## config.mk

```make
export PLATFORM = sky130hd
export DESIGN_NAME = fifo_wr_arbiter
export DESIGN_NICKNAME = d
export VERILOG_FILES = /design/src/rtl/fifo_wr_arbiter_pkg.sv /design/src/rtl/fifo_wr_arbiter_rr_pick.sv /design/src/rtl/fifo_wr_arbiter.sv
export SDC_FILE = /design/constraint.sdc
export NUM_CORES = 1
export LEC_CHECK = 0
export CORE_MARGIN = 2
export CORE_UTILIZATION = 25
export DETAILED_ROUTE_END_ITERATION = 10
export PLACE_DENSITY = 0.65
export SLEW_MARGIN = 20
export SYNTH_ARGS = -nofsm -noshare
export SYNTH_HDL_FRONTEND = slang
export SYNTH_HIERARCHICAL = 1
export SYNTH_SLANG_ARGS = --single-unit
```

## constraint.sdc

```tcl
create_clock -name clk -period 1.9 [get_ports clk]
set_input_delay 0.38 -clock clk [delete_from_list [all_inputs] [get_ports clk]]
set_output_delay 0.38 -clock clk [all_outputs]
set_load 0.01 [all_outputs]
```

## src/rtl/fifo_wr_arbiter_pkg.sv

```systemverilog
// Shared definitions for the FIFO write-port arbiter: state encoding and small helpers.
package fifo_arb_pkg;

   typedef enum logic {
      IDLE  = 1'b0,
      GRANT = 1'b1
   } arb_state_e;

   function automatic int idx_w(input int n);
      return $clog2(n);
   endfunction

   // Caller narrows the 32-bit result to its own requester count.
   function automatic logic [31:0] onehot(input int idx, input int n);
      logic [31:0] v;
      v = '0;
      for (int i = 0; i < 32; i++) begin
         if ((i == idx) && (i < n)) v[i] = 1'b1;
      end
      return v;
   endfunction

endpackage

```

## src/rtl/fifo_wr_arbiter_rr_pick.sv

```systemverilog
// Combinational round-robin selector: first set request after 'last', wrapping.
module rr_pick
   import fifo_arb_pkg::*;
#(
   parameter int NUM_REQ = 4,
   parameter int IDX_W   = idx_w(NUM_REQ)
) (
   input  logic [NUM_REQ-1:0] req,
   input  logic [IDX_W-1:0]   last,
   output logic               any_valid,
   output logic [IDX_W-1:0]   next
);

   logic [IDX_W-1:0] cand;

   // Scan farthest to nearest so the closest candidate after 'last' wins.
   always_comb begin
      any_valid = |req;
      next      = '0;
      cand      = '0;
      for (int off = NUM_REQ; off >= 1; off--) begin
         cand = IDX_W'((int'(last) + off) % NUM_REQ);
         if (req[cand]) next = cand;
      end
   end

endmodule

```

## src/rtl/fifo_wr_arbiter.sv

```systemverilog
// Round-robin, burst-limited arbiter feeding the single write port of the FIFO.
// Optional per-requester beat counters on output beat_count when ARB_STATS_EN is defined.
module fifo_wr_arbiter
   import fifo_arb_pkg::*;
#(
   parameter int NUM_REQ    = 4,
   parameter int DATA_WIDTH = 8,
   parameter int MAX_BURST  = 4
) (
   input  logic                          clk,
   input  logic                          rst,
   input  logic [NUM_REQ-1:0]            req_valid,
   input  logic [NUM_REQ*DATA_WIDTH-1:0] req_data,
   output logic [NUM_REQ-1:0]            req_ready,
   output logic [NUM_REQ-1:0]            grant,
   input  logic                          fifo_full,
   output logic [DATA_WIDTH-1:0]         fifo_din,
   output logic                          fifo_wr_en
`ifdef ARB_STATS_EN
   ,
   output logic [NUM_REQ*16-1:0]         beat_count
`endif
);

   localparam int IDX_W = idx_w(NUM_REQ);
   localparam int CNT_W = $clog2(MAX_BURST + 1);
   localparam logic [CNT_W-1:0] LAST_BEAT = CNT_W'(MAX_BURST - 1);
   localparam logic [IDX_W-1:0] RST_LAST  = IDX_W'(NUM_REQ - 1);

   arb_state_e       state_q, state_d;
   logic [IDX_W-1:0] owner_q, owner_d;
   logic [IDX_W-1:0] last_q, last_d;
   logic [CNT_W-1:0] beat_cnt_q, beat_cnt_d;
   logic [NUM_REQ-1:0] grant_q, grant_d;

   logic             any_valid;
   logic [IDX_W-1:0] pick_idx;
   logic             owner_valid;
   logic             accept;

   rr_pick #(
      .NUM_REQ (NUM_REQ),
      .IDX_W   (IDX_W)
   ) u_rr_pick (
      .req       (req_valid),
      .last      (last_q),
      .any_valid (any_valid),
      .next      (pick_idx)
   );

   assign owner_valid = req_valid[owner_q];
   assign accept      = (state_q == GRANT) && owner_valid && !fifo_full;
   assign fifo_wr_en  = accept;
   assign grant       = grant_q;

   always_comb begin
      req_ready = '0;
      fifo_din  = '0;
      if (state_q == GRANT) begin
         for (int i = 0; i < NUM_REQ; i++) begin
            if (owner_q == IDX_W'(i)) begin
               req_ready[i] = !fifo_full;
               fifo_din     = req_data[i*DATA_WIDTH +: DATA_WIDTH];
            end
         end
      end
   end

   always_comb begin
      state_d    = state_q;
      owner_d    = owner_q;
      last_d     = last_q;
      beat_cnt_d = beat_cnt_q;
      grant_d    = grant_q;
      case (state_q)
         IDLE: begin
            if (any_valid) begin
               owner_d    = pick_idx;
               grant_d    = NUM_REQ'(onehot(int'(pick_idx), NUM_REQ));
               beat_cnt_d = '0;
               state_d    = GRANT;
            end
         end
         GRANT: begin
            // A dropped valid releases immediately; a full FIFO simply stalls the burst.
            if ((accept && (beat_cnt_q == LAST_BEAT)) || !owner_valid) begin
               state_d    = IDLE;
               last_d     = owner_q;
               grant_d    = '0;
               beat_cnt_d = '0;
            end else if (accept) begin
               beat_cnt_d = beat_cnt_q + 1'b1;
            end
         end
         default: state_d = IDLE;
      endcase
   end

   always_ff @(posedge clk or posedge rst) begin
      if (rst) begin
         state_q    <= IDLE;
         owner_q    <= '0;
         last_q     <= RST_LAST;
         beat_cnt_q <= '0;
         grant_q    <= '0;
      end else begin
         state_q    <= state_d;
         owner_q    <= owner_d;
         last_q     <= last_d;
         beat_cnt_q <= beat_cnt_d;
         grant_q    <= grant_d;
      end
   end

`ifdef ARB_STATS_EN
   logic [15:0] stat_cnt_q [NUM_REQ];

   // Counters saturate rather than wrap.
   always_ff @(posedge clk or posedge rst) begin
      if (rst) begin
         for (int i = 0; i < NUM_REQ; i++) stat_cnt_q[i] <= '0;
      end else begin
         for (int i = 0; i < NUM_REQ; i++) begin
            if (accept && (owner_q == IDX_W'(i)) && (stat_cnt_q[i] != 16'hFFFF))
               stat_cnt_q[i] <= stat_cnt_q[i] + 16'd1;
         end
      end
   end

   always_comb begin
      beat_count = '0;
      for (int i = 0; i < NUM_REQ; i++) beat_count[i*16 +: 16] = stat_cnt_q[i];
   end
`endif

endmodule

```

# Word-level counts from Yosys, hierarchy flattened
# Cells that the tools add are included.
# W data, S select, Z words.
# totals
inputBits	39
wordCells	77
register_bits	12
# classes
add_sub_neg	5
bitwise_logic	1
n_reduce_logical	13
magnitude_cmp	5
n_eq_ne	10
n_mux	38
# ops
cell	n
$mux W8	5
$lt A2 B3 Y1 const B	5
$mux W1	15
$mux W4	3
$bmux W1 S2	5
$mux W3	3
$mux W2	4
$pmux W4 S2	1
$reduce_and A2 Y1	4
$pmux W3 S2	1
$add A2 B1 Y2 const B	2
$add A2 B2 Y2 const B	2
$eq A2 B2 Y1 const A	2
$eq A2 B2 Y1 const B	2
$logic_not A2 Y1	2
$reduce_or A4 Y1	1
$add A3 B1 Y3 const B	1
$eq A3 B2 Y1 const B	1
$logic_and A1 B1 Y1	3
$ne A3 B1 Y1 const B	1
$eq A1 B2 Y1 const A	1
$eq A2 B1 Y1 const B	1
$logic_not A1 Y1	2
$ne A2 B1 Y1 const B	1
other kinds (4)	4

# Logic depth before layout (Yosys ltp)
# depth
word_depth	11
depth_mapped	6

# Modules after synthesis
# Netlist, hierarchy kept.
# modules_own_cells
mod	instances	area_per_inst_um2	seq_area_each_um2	cells_per_inst
fifo_wr_arbiter	1	882.1	302.8	80
rr_pick	1	91.3	0.0	14

# Least setup slack after synthesis
# OpenSTA, ideal clock, no wires.
# synth_timing
path_type	reg-to-output
startpoint	reg owner_q[0]
endpoint	out fifo_din[2]
arrival_time_ps	1358
path_stages_with_launch	5
slack_ps	162
path_cell_list	dfrtp_1 buf_6 buf_2 mux4_2 and2_1
# synth_between
elab_chain_len	6
word_cells_on_any_way	9
cone_classes	eq/ne: 3; mux: 5; reduce/logical: 1
# synth_rtl
element	line	rtl
start, declared	fifo_wr_arbiter.sv:31	logic [IDX_W-1:0] owner_q, owner_d;
start signal, assigned	fifo_wr_arbiter.sv:108	owner_q <= owner_d;
$logic_not A2 Y1	fifo_wr_arbiter.sv:61	if (owner_q == IDX_W'(i)) begin
$mux W8 (3 in a row)	fifo_wr_arbiter.sv:61	
$mux W8 (*)	fifo_wr_arbiter.sv:61	
$mux W8 (*)	fifo_wr_arbiter.sv:59	if (state_q == GRANT) begin
end, declared	fifo_wr_arbiter.sv:17	output logic [DATA_WIDTH-1:0] fifo_din,
# Every way passes the cells marked *; elsewhere a longest branch is shown, timed or not.

# Final worst setup path
# layout_timing
startpoint	reg owner_q[0]
endpoint	out fifo_din[0]
# Same word-level chain as after synthesis.

==> results.py <==
metrics = {
    "finish": {
        "drive_above_1_share": 0.3452,
        "utilization": 0.4835,
        "area_growth_pct": 84.58,
        "diodes": 0,
        "nets": 210,
        "fin_cells": 216,
        "fill_cells": 352,
    },
    "outcome": {
        "violations": "setup timing",
        "status": "complete, but fails checks",
    },
    "clock_tree": {
        "cts_tree": "yes",
        "root_buffer": "clkbuf_8",
        "clk_path_buf_depth": 2,
        "clkSinkCount": 12,
        "htree_levels": 1,
        "cts_buffers": 3,
        "insertion_delay_ns": 0.25,
        "clk_pin_slew_worst_paths_ns": 0.05,
    },
    "timing": {
        "min_period_ns": 1.999,
        "hold_viol_final": 0,
        "timing.hold.ws_ns": 0.4468,
        "drv_slew": 0,
        "timing.fmax_mhz": 500.2,
        "fin_crit_sh": 1.052,
        "rsz0062_at_grt": "true",
        "slew_headroom": 0.6828,
        "clock_skew_ns": 0.002316,
        "layout_setup_ws_ns": -0.09906,
        "worst_slew_pin_slew_ns": 0.4753,
        "setup_violations": 7,
    },
    "drt": {
        "dr.pass1.iters": 4,
        "drt-initial-drc-count": 16,
        "routedWlPerCell_um": 13.12,
        "wirelength_um": 2834,
        "viasPerCell": 4.644,
        "vias": 1003,
        "drc": 0,
        "ant_nets": 0,
    },
    "job": {
        "maxCapViolCount": 0,
    },
    "setup_path": {
        "cp_max_fo": 7,
        "required_ns": 1.52,
        "crit_arrival_ns": 1.62,
        "end_kind": "output pin",
        "crit_type": "reg2out",
        "cp-start-kind": "register",
    },
    "placed_design": {
        "port_buffers": 55,
        "dp_cells": 206,
        "dpl.hpwl_um": 2302,
        "gp_congestion": 0.8012,
    },
    "synth": {
        "syn_area_per_cell_um2": 10.36,
        "ys_seq_elements": 12,
        "synth_edf_count": 0,
        "synth_cell_type_count": 30,
        "async_flop_share": 1.000,
        "synthFlopType": "dfrtp_1",
        "syn_nets": 135,
        "ys_warn_count": 6,
        "ys_top_cells_by_area": "dfrtp_1 26%, mux4_2 21%, and2_1 5.8%, dfstp_2 5.4%, mux2i_1 4.1%",
        "netlist_top_cells_count": "10 x dfrtp_1, 9 x and2_1, 9 x mux4_2, 9 x nor2_1, 7 x inv_1",
        "synth_most_common_cell": "dfrtp_1",
        "netlist_area_um2": 973.4,
        "syn_inst": 94,
        "yosysTopAreaCell": "dfrtp_1",
        "yosysSeqAreaShare": 0.3111,
        "synth_top_area_share": 0.2571,
    },
    "grt": {
        "track_usage": 0.1327,
        "grt_pass1_vias": 1032,
        "grt_max_degree": 20,
        "overflow": 0,
        "antenna_found_initial": 0,
        "grt_pass1_wl_um": 4505,
    },
    "power_and_ir_drop": {
        "power_mw": 2.361,
        "leakagePower_nw": 0.8133,
        "irDropWorstVdd_v": 0.0006378,
        "p_per_area_nw_per_um2": 1314,
    },
    "floorplanning": {
        "coreArea_um2": 3716,
        "die_h_um": 66.40,
        "io_pins": 56,
        "start_util": 0.2620,
        "die_w_um": 66.40,
        "die_area_um2": 4409,
        "fp-row-count": 22,
    },
    "min_path": {
        "min_path_type": "in2async",
    },
}
timing repair:
item,CTS,global route
hold buffers,0,0
pin swaps,5,0
resized for setup,49,15
buffers inserted,4,2
setup endpoints to repair,13,12
worst max-delay path, stage by stage (launching register included):
cell and delay (ns):
dfrtp_2 0.42, buf_12 0.14, buf_4 0.13, mux4_2 0.41, and2_4 0.17, buf_6 0.11
cell families after synthesis:
kind of cell | count (synthesis) | synth area share
adders and majority gates | 2 | 0.02570
buffers and inverters | 12 | 0.05527
muxes | 16 | 0.2841
and+or+nand+nor | 36 | 0.1941
AOI/OAI and AO/OA | 16 | 0.1298
DFF | 12 | 0.3111
area by class of cell:
cell class	count	area (um^2)	share of cell area
Tap cell	48	60.06	0.03343
Clock buffer	4	55.05	0.03064
Timing Repair Buffer	75	714.4	0.3976
Sequential cell	12	304.0	0.1692
Multi-Input combinational cell	70	636.9	0.3545
Inverter	7	26.28	0.01462
through the flow:
| stage | area, um^2 | TNS (ns) | setup WS [ns] |
|---|---|---|---|
| 2_1_floorplan | 973.4 | 0 | 0.1619 |
| 3_3_place_gp | 1687 | -4.941 | -0.4286 |
| 3_5_place_dp | 1687 | -5.086 | -0.4180 |
| 4_1_cts | 1742 | -0.5492 | -0.1162 |
| 5_1_grt | 1797 | -0.8921 | -0.1419 |
| 6_report | 1797 | -0.5489 | -0.09906 |
layout by cell type (no fill, tap or decap), types with 2 or more instances in the layout:
master	instances
and2_4	5
and2_1	4
ha_1	2
buf_6	6
nor2_1	9
clkbuf_8	4
o21ai_0	2
dlygate4sd2_1	3
dfstp_2	2
a21oi_1	2
mux2_1	2
buf_12	2
o2bb2ai_1	2
dfrtp_1	9
buf_4	16
clkdlybuf4s15_1	2
a31oi_1	3
clkdlybuf4s50_1	36
inv_1	7
dlymetal6s2s_1	4
o22ai_1	3
mux2i_1	4
mux4_2	9
nand2b_1	4
buf_2	5
nand2_1	6
nor2b_1	2
sequential cells by signal (all words and copies together) (netlist names):
name,count
grant,4
last_q,2
beat_cnt_q,3
owner_q,2
state_q,1
metal layers:
layer / part of all wire / vias up / global-route usage
met5: 0 / - / 0
met4: 0.0081 / 0 / 0.04592
met3: 0.053 / 2 / 0.02044
met2: 0.52 / 39 / 0.2513
met1: 0.42 / 469 / 0.1483
li1: - / 493 / -
power breakdown:
part	total [mW]	switching, mW	internal, mW
combinational	1.60	0.613	0.984
clock	0.284	0.100	0.183
sequential	0.480	0.0986	0.382
total	2.36	0.811	1.55
path summary, 6_finish.rpt:
| check | startpoint | endpoint | slack (ns) | cells past startpoint |
|---|---|---|---|---|
| setup reg to reg | owner_q[0] | last_q[1] | 0.09 | 5 |
| setup / recovery | owner_q[0] | fifo_din[0] | -0.1 | 5 |
| hold reg to reg | beat_cnt_q[0] | beat_cnt_q[0] | 0.49 | 1 |
| max in group asynchronous | rst | owner_q[0] | 1.10 | 2 |
| min in group clk | beat_cnt_q[0] | beat_cnt_q[0] | 0.49 | 1 |
| hold / removal | rst | state_q | 0.45 | 2 |
(Power assumes the default switching activity.)
